--- src/rtl/stage_mem_if.sv ---
// Data-memory bus between the MEM stage (master) and the memory (slave).
// The request fields are held stable from the start of an access until the ack.
interface stage_mem_if #(
  parameter int unsigned DW = 32
);
  logic          dmem_req;
  logic          dmem_we;
  logic [DW-1:0] dmem_addr;
  logic [DW-1:0] dmem_wdata;
  logic          dmem_ack;
  logic [DW-1:0] dmem_rdata;

  modport master (
    output dmem_req, dmem_we, dmem_addr, dmem_wdata,
    input  dmem_ack, dmem_rdata
  );

  modport slave (
    input  dmem_req, dmem_we, dmem_addr, dmem_wdata,
    output dmem_ack, dmem_rdata
  );
endinterface

--- src/rtl/stage_mem.sv ---
// Pipeline MEM stage: issues word-aligned loads/stores, stalls upstream until
// the memory acks, and registers the instruction into the WB slot.
module stage_mem #(
  parameter int unsigned DW    = 32,
  parameter int unsigned LANES = 4
) (
  input  logic                  clk,
  input  logic                  rst,

  input  logic                  me_valid,
  input  logic [DW-1:0]         me_alu_o,
  input  logic [DW-1:0]         me_regs_data1,
  input  logic [DW-1:0]         me_regs_data2,
  input  logic                  me_mem_read,
  input  logic                  me_mem_write,
  input  logic                  me_mem2reg,
  input  logic                  me_mem_reg2matrix,
  input  logic [1:0]            me_mem_matrix2reg,
  input  logic [1:0]            me_matrix_index,
  input  logic [LANES*DW-1:0]   me_matrix_mul_o,
  input  logic                  flush,

  stage_mem_if.master           dmem,

  output logic                  mem_stall,

  output logic                  wb_valid,
  output logic                  wb_misalign,
  output logic [DW-1:0]         wb_mem_data,
  output logic [DW-1:0]         wb_alu_o,
  output logic [DW-1:0]         wb_regs_data1,
  output logic                  wb_mem2reg,
  output logic                  wb_mem_reg2matrix,
  output logic [1:0]            wb_mem_matrix2reg,
  output logic [1:0]            wb_matrix_index,
  output logic [LANES*DW-1:0]   wb_matrix_mul_o
);

  localparam int unsigned MW = LANES * DW;

  typedef enum logic {
    IDLE   = 1'b0,
    ACCESS = 1'b1
  } state_t;

  state_t state;
  logic   flush_pend;
  logic   mem_access;
  logic   memop;
  logic   misalign;

  assign mem_access = me_valid & (me_mem_read | me_mem_write);
  assign memop      = mem_access & (me_alu_o[1:0] == 2'b00);
  assign misalign   = mem_access & (me_alu_o[1:0] != 2'b00);

  // Hold upstream while an access is being launched or is still outstanding.
  assign mem_stall = ((state == IDLE)   & memop & ~flush) |
                     ((state == ACCESS) & ~dmem.dmem_ack);

  always_ff @(posedge clk or posedge rst) begin
    if (rst) begin
      state             <= IDLE;
      flush_pend        <= 1'b0;
      dmem.dmem_req     <= 1'b0;
      dmem.dmem_we      <= 1'b0;
      dmem.dmem_addr    <= '0;
      dmem.dmem_wdata   <= '0;
      wb_valid          <= 1'b0;
      wb_misalign       <= 1'b0;
      wb_mem_data       <= '0;
      wb_alu_o          <= '0;
      wb_regs_data1     <= '0;
      wb_mem2reg        <= 1'b0;
      wb_mem_reg2matrix <= 1'b0;
      wb_mem_matrix2reg <= 2'b00;
      wb_matrix_index   <= 2'b00;
      wb_matrix_mul_o   <= MW'(0);
    end else begin
      case (state)
        IDLE: begin
          // Latch the request so the bus stays stable for the whole access.
          if (memop && !flush) begin
            state           <= ACCESS;
            dmem.dmem_req   <= 1'b1;
            dmem.dmem_we    <= me_mem_write;
            dmem.dmem_addr  <= {me_alu_o[DW-1:2], 2'b00};
            dmem.dmem_wdata <= me_regs_data2;
          end
        end
        ACCESS: begin
          // A flush cannot abort the bus cycle; remember it and kill on ack.
          if (dmem.dmem_ack) begin
            state         <= IDLE;
            dmem.dmem_req <= 1'b0;
            dmem.dmem_we  <= 1'b0;
            flush_pend    <= 1'b0;
            if (!dmem.dmem_we) begin
              wb_mem_data <= dmem.dmem_rdata;
            end
          end else if (flush) begin
            flush_pend <= 1'b1;
          end
        end
        default: begin
          state         <= IDLE;
          dmem.dmem_req <= 1'b0;
        end
      endcase

      if (!mem_stall) begin
        wb_valid          <= me_valid & ~flush & ~flush_pend;
        wb_misalign       <= misalign & ~flush;
        wb_alu_o          <= me_alu_o;
        wb_regs_data1     <= me_regs_data1;
        wb_mem2reg        <= me_mem2reg;
        wb_mem_reg2matrix <= me_mem_reg2matrix;
        wb_mem_matrix2reg <= me_mem_matrix2reg;
        wb_matrix_index   <= me_matrix_index;
        wb_matrix_mul_o   <= me_matrix_mul_o;
      end else begin
        wb_valid <= 1'b0;
      end
    end
  end

endmodule
--- src/flat_wrapper.sv ---
// flat-port wrapper written by rule: the top's interface ports become plain ports
module stage_mem_flat 
#(
  parameter int unsigned DW    = 32,
  parameter int unsigned LANES = 4
)
  (clk, rst, me_valid, me_alu_o, me_regs_data1, me_regs_data2, me_mem_read, me_mem_write, me_mem2reg, me_mem_reg2matrix, me_mem_matrix2reg, me_matrix_index, me_matrix_mul_o, flush, mem_stall, wb_valid, wb_misalign, wb_mem_data, wb_alu_o, wb_regs_data1, wb_mem2reg, wb_mem_reg2matrix, wb_mem_matrix2reg, wb_matrix_index, wb_matrix_mul_o, dmem_dmem_req, dmem_dmem_we, dmem_dmem_addr, dmem_dmem_wdata, dmem_dmem_ack, dmem_dmem_rdata);
  stage_mem_if #(.DW(DW)) dmem_i ();
  input  logic clk;
  input  logic rst;
  input  logic me_valid;
  input  logic [DW-1:0] me_alu_o;
  input  logic [DW-1:0] me_regs_data1;
  input  logic [DW-1:0] me_regs_data2;
  input  logic me_mem_read;
  input  logic me_mem_write;
  input  logic me_mem2reg;
  input  logic me_mem_reg2matrix;
  input  logic [1:0] me_mem_matrix2reg;
  input  logic [1:0] me_matrix_index;
  input  logic [LANES*DW-1:0] me_matrix_mul_o;
  input  logic flush;
  output logic mem_stall;
  output logic wb_valid;
  output logic wb_misalign;
  output logic [DW-1:0] wb_mem_data;
  output logic [DW-1:0] wb_alu_o;
  output logic [DW-1:0] wb_regs_data1;
  output logic wb_mem2reg;
  output logic wb_mem_reg2matrix;
  output logic [1:0] wb_mem_matrix2reg;
  output logic [1:0] wb_matrix_index;
  output logic [LANES*DW-1:0] wb_matrix_mul_o;
  output wire logic [$bits(dmem_i.dmem_req)-1:0] dmem_dmem_req;
  output wire logic [$bits(dmem_i.dmem_we)-1:0] dmem_dmem_we;
  output wire logic [$bits(dmem_i.dmem_addr)-1:0] dmem_dmem_addr;
  output wire logic [$bits(dmem_i.dmem_wdata)-1:0] dmem_dmem_wdata;
  input wire logic [$bits(dmem_i.dmem_ack)-1:0] dmem_dmem_ack;
  input wire logic [$bits(dmem_i.dmem_rdata)-1:0] dmem_dmem_rdata;
  assign dmem_dmem_req = dmem_i.dmem_req;
  assign dmem_dmem_we = dmem_i.dmem_we;
  assign dmem_dmem_addr = dmem_i.dmem_addr;
  assign dmem_dmem_wdata = dmem_i.dmem_wdata;
  assign dmem_i.dmem_ack = dmem_dmem_ack;
  assign dmem_i.dmem_rdata = dmem_dmem_rdata;
  stage_mem #(.DW(DW), .LANES(LANES)) u_core (.clk(clk), .rst(rst), .me_valid(me_valid), .me_alu_o(me_alu_o), .me_regs_data1(me_regs_data1), .me_regs_data2(me_regs_data2), .me_mem_read(me_mem_read), .me_mem_write(me_mem_write), .me_mem2reg(me_mem2reg), .me_mem_reg2matrix(me_mem_reg2matrix), .me_mem_matrix2reg(me_mem_matrix2reg), .me_matrix_index(me_matrix_index), .me_matrix_mul_o(me_matrix_mul_o), .flush(flush), .dmem(dmem_i), .mem_stall(mem_stall), .wb_valid(wb_valid), .wb_misalign(wb_misalign), .wb_mem_data(wb_mem_data), .wb_alu_o(wb_alu_o), .wb_regs_data1(wb_regs_data1), .wb_mem2reg(wb_mem2reg), .wb_mem_reg2matrix(wb_mem_reg2matrix), .wb_mem_matrix2reg(wb_mem_matrix2reg), .wb_matrix_index(wb_matrix_index), .wb_matrix_mul_o(wb_matrix_mul_o));
endmodule
--- config.mk ---
export PLATFORM = sky130hd
export DESIGN_NAME = stage_mem_flat
export DESIGN_NICKNAME = d
export VERILOG_FILES = /design/src/rtl/stage_mem_if.sv /design/src/rtl/stage_mem.sv /design/src/flat_wrapper.sv
export SDC_FILE = /design/constraint.sdc
export NUM_CORES = 1
export LEC_CHECK = 0
export ABC_AREA = 1
export ABC_CLOCK_PERIOD_IN_PS = 13250
export CORE_AREA = 2 2 220 222
export DETAILED_ROUTE_END_ITERATION = 12
export DIE_AREA = 0 0 222 224
export DONT_BUFFER_PORTS = 1
export PLACE_DENSITY_LB_ADDON = 0.15
export SKIP_CTS_REPAIR_TIMING = 1
export SLEW_MARGIN = 20
export SYNTH_ARGS = -nofsm -noshare
export SYNTH_HDL_FRONTEND = slang
export SYNTH_SLANG_ARGS = --single-unit
--- constraint.sdc ---
create_clock -name clk -period 13.25 [get_ports clk]
set_input_delay 2.65 -clock clk [delete_from_list [all_inputs] [get_ports clk]]
set_output_delay 2.65 -clock clk [all_outputs]
set_load 0.05 [all_outputs]
Yosys cells after proc, flatten, opt, wreduce, memory -nomap -nowiden --
Index checks and enable logic that the tools add are counted.
Operators by class: eq/ne operators 2, bitwise gates (word level) 16, mux-type cells 11, reductions and logical operators 9
Operators with widths (count):
- $and A1 B1 Y1 | 9
- $mux W1 | 8
- $pmux W1 S2 | 3
- $reduce_and A2 Y1 | 3
- $not A1 Y1 | 5
- $ne A2 B2 Y1 const B | 2
- $reduce_bool A2 Y1 | 2
- $reduce_and A3 Y1 | 1
- $logic_not A2 Y1 | 1
- $or A1 B1 Y1 | 2
- $logic_and A1 B1 Y1 | 1
- $logic_not A1 Y1 | 1
Storage, ports and cells: register bits after elaboration 298, output and inout port bits 299

Longest topological paths before layout --
Gate-level depths: netlist of the first run.
depth after elaboration 7, mapped depth 9, mapped depth without buffers 7

Worst setup path before layout of the first run --
Ideal clock, no wire load.
kind in2out, from input dmem_dmem_ack, to output mem_stall, setup slack 7199 ps, stages on the path 4, path buffers 2, data arrival time 3401 ps, cells stage by stage or2_1 > clkbuf_1 > nand2_2 > buf_2
Between the ends: cells in the longest elaborated chain, start to end 3
RTL lines:
- start, declared | line flat_wrapper.sv:38 | input wire logic [$bits(dmem_i.dmem_ack)-1:0] dmem_dmem_ack;
- $not A1 Y1 | line stage_mem.sv:58 | ((state == ACCESS) & ~dmem.dmem_ack);
- $and A1 B1 Y1 | line stage_mem.sv:58
- $or A1 B1 Y1 | line stage_mem.sv:57 | assign mem_stall = ((state == IDLE) & memop & ~flush) |
- end, declared | line flat_wrapper.sv:23 | output logic mem_stall;
No other way between the ends.

Worst setup path in the final report of the first run --
from input me_valid, to output mem_stall
Between the ends: cells in the longest elaborated chain, start to end 5
RTL lines:
- start, declared | line flat_wrapper.sv:11 | input logic me_valid;
- $and A1 B1 Y1 | line stage_mem.sv:52 | assign mem_access = me_valid & (me_mem_read | me_mem_write);
- $and A1 B1 Y1 | line stage_mem.sv:53 | assign memop = mem_access & (me_alu_o[1:0] == 2'b00);
- $and A1 B1 Y1 (2 in a row) | line stage_mem.sv:57
- $or A1 B1 Y1 | line stage_mem.sv:57
No other way between the ends.

==> results_dict.tcl, run 1 <==
set metrics [dict create \
    hp-class "flip-flop to flip-flop" \
    tns_ps 0 \
    area.growth.synth_to_final_pct 12.91 \
    cpPeakStageDelay_ps 810 \
    grt_max_degree 124 \
    cts_tree "done" \
    slew_viol_final 0 \
    clk_latency_ps 530 \
    synth-seq-cells 298 \
    max_freq_mhz 143.5 \
    cap_violations 0 \
    start_util_pct 24.93 \
    synth_area_sq_mm 0.01180 \
    power.density_mw_per_mm2 213.2 \
    drc 0 \
    endpoint "mem_stall" \
    min_period_ps 6970 \
    cp_num_cells 4 \
    cts_max_level 2 \
    wl_per_cell_um 20.66 \
    drt_wl_total_um 39260 \
    crit_family "simple AND/OR/NAND/NOR gates" \
    drt-initial-drc-count 593 \
    final_layout_size_suffix_gt1_share_pct 5.841 \
    arrival_ps 4320 \
    final_core_util_pct 28.15 \
    grt_pass1_wl_um 57800 \
    final_nets 1526 \
    setup_violations 0 \
    cp_num_buf_inv 1 \
    antenna_found_initial 1 \
    synthSimpleGateAreaFrac_pct 28.75 \
    seqPwrFrac_pct 56.8 \
    dieArea_sq_mm 0.04973 \
    finalHoldViolCount 0 \
    fillCellCount 5112 \
    synth_top_family_by_area "simple AND/OR/NAND/NOR gates" \
    yosysUniqueCellTypes 18 \
    period_share_pct 52.60 \
    combPwrFrac_pct 6.2 \
    clk_pin_slew_worst_paths_ps 50 \
    dpl.cell_count 1832 \
    globalRouteOverflowTotal 0 \
    numPortBuffers 0 \
    die_w_um 222 \
    vdd_drop_max_mv 0.09307 \
    synth_compound_area_share_pct 1.399 \
    stdcell_count 1900 \
    slowest_stage "nand2_8" \
    cts_root_buf "clkbuf_16" \
    dr_total_vias 8479 \
    switching_share_pct 38.61 \
    final_cell_mix "nand2_1 (626), dfrtp_1 (298), nand3_1 (199), clkbuf_16 (41), inv_1 (36)" \
    fin_worst_skew_ps 6.581 \
    status "completed" \
    place.gp.congestion 0.7936 \
    critPathRequiredTime_ps 10600 \
    drtPass1Iterations 5 \
    setup.worst_path.class "primary input to output pin" \
    maxSlewHeadroom_pct 36.28 \
    yosysSeqAreaShare_pct 63.18 \
    crit_start "me_valid" \
    synthMuxAreaShare_pct 0 \
    core.rowCount 80 \
    total_power_mw 2.841 \
    synth_fa_ha_area_share_pct 0 \
    syn_inst 1295 \
    clock-sinks 298 \
    r2r_end "u_core.wb_regs_data1[6]" \
    switching_power_mw 1.097 \
    end_kind "output pin" \
    syn_avg_cell_area_sq_um 9.114 \
    ff2ff_path_depth 8 \
    ant_nets 0 \
    startpoint_type "primary input" \
    crit_chain "inv_1 > nor2_1 > nand2_4 > nand2_8" \
    cts.path.max_buffers 3 \
    tightest_slew_ps 955.8 \
    place_hpwl_um 26970 \
    yosys_warnings 0 \
    via_per_inst 4.463 \
    reg2reg_from "u_core.state" \
    cp_max_fo 123 \
    internal_power_mw 1.744 \
    ioPinCount 568 \
    core_area_sq_mm 0.04735 \
    p_clk_share_pct 37.0 \
    grt_use_total_pct 15.32 \
    synth_xor_area_share_pct 0 \
    grt_pass1_vias 8547 \
    rsz0062_at_grt "no" \
    die_height_um 224 \
    layout_commonest_cell "nand2_1" \
    reg2reg_slack_ps 10110 \
    cts_buffers 38 \
    p_leak_nw 6.831 \
]
==> cells in the mapped netlist (all sizes together) <==
cell type	instances	share of area [%]
conb	1	0.032
or2	2	0.11
inv	39	1.2
buf	82	5.2
a21oi	1	0.042
dfrtp	298	63
nand2	628	20
clkbuf	7	0.22
nand4	1	0.053
nand3	199	8.4
o21ai	32	1.4
nor2	5	0.16
==> per-layer routing <==
layer  vias to the layer above  share of wire [%]  GRT usage [%]
met1                      4106                 38          17.28
met2                       323                 50          26.02
li1                       3971                  -              -
met3                        79                8.4          5.601
met5                         -                  0              0
met4                         0                3.7          6.779
==> power groups by stage <==
stage,registers [mW],logic [mW],clock network [mW]
final,1.61,0.175,1.05
after CTS,1.62,0.180,1.09
after global routing,1.63,0.211,1.12
after global placement,1.64,0.175,0
after detailed placement,1.63,0.181,0
after floorplan,1.58,0.152,0
==> logic make-up after synthesis <==
family / after synthesis
and+or+nand+nor: 835
DFF: 298
buffers and inverters: 128
AOI/OAI and AO/OA: 33
other: 1
==> per-stage QoR <==
step	hold WS (ps)	worst slack, ps	instance area [sq um]
2_1_floorplan	485.5	2367	11810
3_3_place_gp	533.2	6228	12050
3_5_place_dp	526.6	6219	12050
4_1_cts	534.1	6231	13320
5_1_grt	571.8	6105	13330
6_report	531.5	6280	13330
==> state kept, by name, summed over array words and instances (netlist names) <==
register and flops:
u_core.wb_regs_data1 32, u_core.wb_mem2reg 1, u_core.wb_valid 1, u_core.wb_mem_reg2matrix 1, u_core.wb_alu_o 32, u_core.flush_pend 1
u_core.wb_mem_matrix2reg 2, u_core.dmem.dmem_req 1, u_core.dmem.dmem_wdata 32, u_core.wb_misalign 1, u_core.dmem.dmem_we 1, u_core.wb_mem_data 32
u_core.wb_matrix_mul_o 128, u_core.dmem.dmem_addr 30, u_core.state 1, u_core.wb_matrix_index 2
==> worst min-delay path, stage by stage, from the launching register on <==
cell and delay [ps]:
dfrtp_1 370, nand2_1 60, a21oi_1 60
==> how the worst min path moves through the flow <==
| stage | startpoint | endpoint | slack, ps | cells past startpoint |
|---|---|---|---|---|
| 6_report | u_core.flush_pend | u_core.flush_pend | 530 | 2 |
| 5_1_grt | u_core.flush_pend | u_core.flush_pend | 570 | 2 |
| 4_1_cts | u_core.flush_pend | u_core.flush_pend | 530 | 2 |
| 3_5_place_dp | u_core.flush_pend | u_core.flush_pend | 530 | 2 |
| 3_3_place_gp | u_core.flush_pend | u_core.flush_pend | 530 | 2 |
| 2_1_floorplan | u_core.flush_pend | u_core.wb_valid | 490 | 3 |
==> cell type report <==
type	instances	area, sq um	share of cell area [%]
antenna	1	2.502	0.01878
clock buffer	55	1129	8.469
clock inverter	12	143.9	1.080
inverter	39	153.9	1.155
multi-input combinational	870	3592	26.96
sequential	298	7457	55.96
tap	615	769.5	5.774
timing repair buffer	10	78.83	0.5915
No activity file was read; power rests on OpenSTA's default activity.
==> run 2: changes to the inputs <==
ABC_CLOCK_PERIOD_IN_PS = 7100   (was 13250)
clock period = 7.1 ns   (was 13.25 ns; I/O delays follow)
==> run 2 against run 1 <==
Effect of this change: utilization fell by 0.055 points; worst hold slack worse by 14 ps; routed wire length decreased by 2.3%; clock power rose by 82%; register-to-register slack lost 5800 ps; final cell count shrank 0.26%; power rose by 84%; critical endpoint unchanged.
==> results_dict.tcl, run 2 (synthesis results as in run 1) <==
set metrics [dict create \
    status "completed" \
    clock-sinks 298 \
    dp_slack_ps 2861 \
    hp-class "flip-flop to flip-flop" \
    place.gp.congestion 0.8124 \
    drt_wl_total_um 38340 \
    cts.path.max_buffers 3 \
    multi_input_area_sq_mm 0.003590 \
    maxSlewHeadroom_pct 31.57 \
    combPwrFrac_pct 6.2 \
    critPathRequiredTime_ps 5680 \
    layout_commonest_cell "nand2_1" \
    start_util_pct 24.93 \
    drtPass1Iterations 5 \
    startpoint_type "primary input" \
    antenna_found_initial 0 \
    cp_max_fo 61 \
    seqPwrFrac_pct 57.5 \
    arrival_ps 2770 \
    fin_ws_ps 2913 \
    cap_violations 0 \
    end_kind "output pin" \
    wl_per_cell_um 20.23 \
    power.density_mw_per_mm2 394.1 \
    place_hpwl_um 25990 \
    setup_violations 0 \
    fillCellCount 5092 \
    final_layout_size_suffix_gt1_share_pct 5.781 \
    min_period_ps 4187 \
    numPortBuffers 0 \
    die_height_um 224 \
    p_leak_nw 6.822 \
    clk_pin_slew_worst_paths_ps 60 \
    ioPinCount 568 \
    rsz0062_at_grt "no" \
    cts_tree "done" \
    grt_pass1_vias 8430 \
    crit_chain "nor2_1 > nor2_1 > nand2_4 > nand2_8" \
    p_clk_share_pct 36.4 \
    internal_power_mw 3.205 \
    grt_use_total_pct 14.95 \
    dr_total_vias 8477 \
    slew_viol_final 0 \
    dieArea_sq_mm 0.04973 \
    grt_pass1_wl_um 57190 \
    drt-initial-drc-count 681 \
    globalRouteOverflowTotal 0 \
    tns_ps 0 \
    core_area_sq_mm 0.04735 \
    vdd_drop_max_mv 0.1661 \
    area.growth.synth_to_final_pct 12.69 \
    finalHoldViolCount 0 \
    slowest_stage "nand2_4" \
    final_cell_mix "nand2_1 (626), dfrtp_1 (298), nand3_1 (199), clkbuf_16 (39), inv_1 (36)" \
    core.rowCount 80 \
    grt_max_degree 206 \
    largest_reg_flops 128 \
    switching_share_pct 38.85 \
    placed_cell_area_sq_mm 0.01207 \
    cts_buffers 38 \
    setup.worst_path.class "primary input to output pin" \
    drc 0 \
    clk_latency_ps 540 \
    regMostFlops "u_core.wb_matrix_mul_o" \
    tightest_slew_ps 1026 \
    switching_power_mw 2.036 \
    fin_worst_skew_ps 12.72 \
    n_antenna_cell 0 \
    die_w_um 222 \
    crit_top_cell "nor2_1" \
    final_nets 1525 \
    ant_nets 0 \
    period_share_pct 58.97 \
    postLayoutCellArea_sq_mm 0.01330 \
    regArea_sq_mm 0.007457 \
    via_per_inst 4.473 \
    cpPeakStageDelay_ps 550 \
    cts_root_buf "clkbuf_16" \
    cts_max_level 2 \
    max_freq_mhz 238.8 \
]
-- run 2: cell count changes in the layout (fill, tap and decap cells not counted), moves of 2 or more --
cell,change
buf_12,+3
buf_4,-3
clkbuf_1,-3
clkbuf_16,-2
clkbuf_8,+3
inv_6,+3
-- run 2: cell type report --
type / count / area share [%]
clock buffer: 53 / 8.335
clock inverter: 11 / 0.9031
inverter: 39 / 1.129
multi-input combinational: 870 / 26.99
sequential: 298 / 56.07
tap: 615 / 5.785
timing repair buffer: 9 / 0.7902
-- run 2: worst paths after layout --
| check | startpoint | endpoint | cells past startpoint | slack (ps) |
|---|---|---|---|---|
| max in group asynchronous | rst | u_core.dmem.dmem_addr[18] | 2 | 5320 |
| hold reg to reg | u_core.flush_pend | u_core.wb_valid | 3 | 520 |
| setup / recovery | me_mem_write | mem_stall | 4 | 2910 |
| hold / removal | u_core.flush_pend | u_core.wb_valid | 3 | 520 |
| min in group asynchronous | rst | u_core.wb_mem_data[31] | 2 | 920 |
| setup reg to reg | u_core.state | u_core.wb_mem_matrix2reg[0] | 8 | 4310 |
-- run 2: through the flow --
stage / hold slack, ps / power, mW / util (%) / instances
finish: 517.9 / 5.241 / 28.09 / 1895
global route: 546.3 / 5.480 / 28.09 / 1895
CTS: 517.2 / 5.330 / 28.09 / 1895
detailed placement: 512.7 / 3.384 / 25.50 / 1831
global placement: 530.0 / 3.380 / 25.50 / 1831
floorplan: 485.5 / 3.237 / - / 1296
-- run 2: power by group through the flow --
stage | clock network (mW) | registers (mW) | logic [mW]
after floorplan | 0 | 2.95 | 0.284
after global placement | 0 | 3.06 | 0.324
after detailed placement | 0 | 3.05 | 0.336
after CTS | 1.98 | 3.02 | 0.334
after global routing | 2.05 | 3.04 | 0.393
final | 1.91 | 3.01 | 0.324
-- run 2: critical path, delay by kind of cell --
kind | cells | cell delay [ps]
simple gates | 4 | 1310
-- run 2: routing by layer --
metal | share of wire (%) | track usage, % | vias up
met5 | 0 | 0 | -
met4 | 2.5 | 4.817 | 0
met3 | 8.4 | 5.561 | 48
met2 | 50 | 24.69 | 335
met1 | 39 | 18.08 | 4122
li1 | - | - | 3972
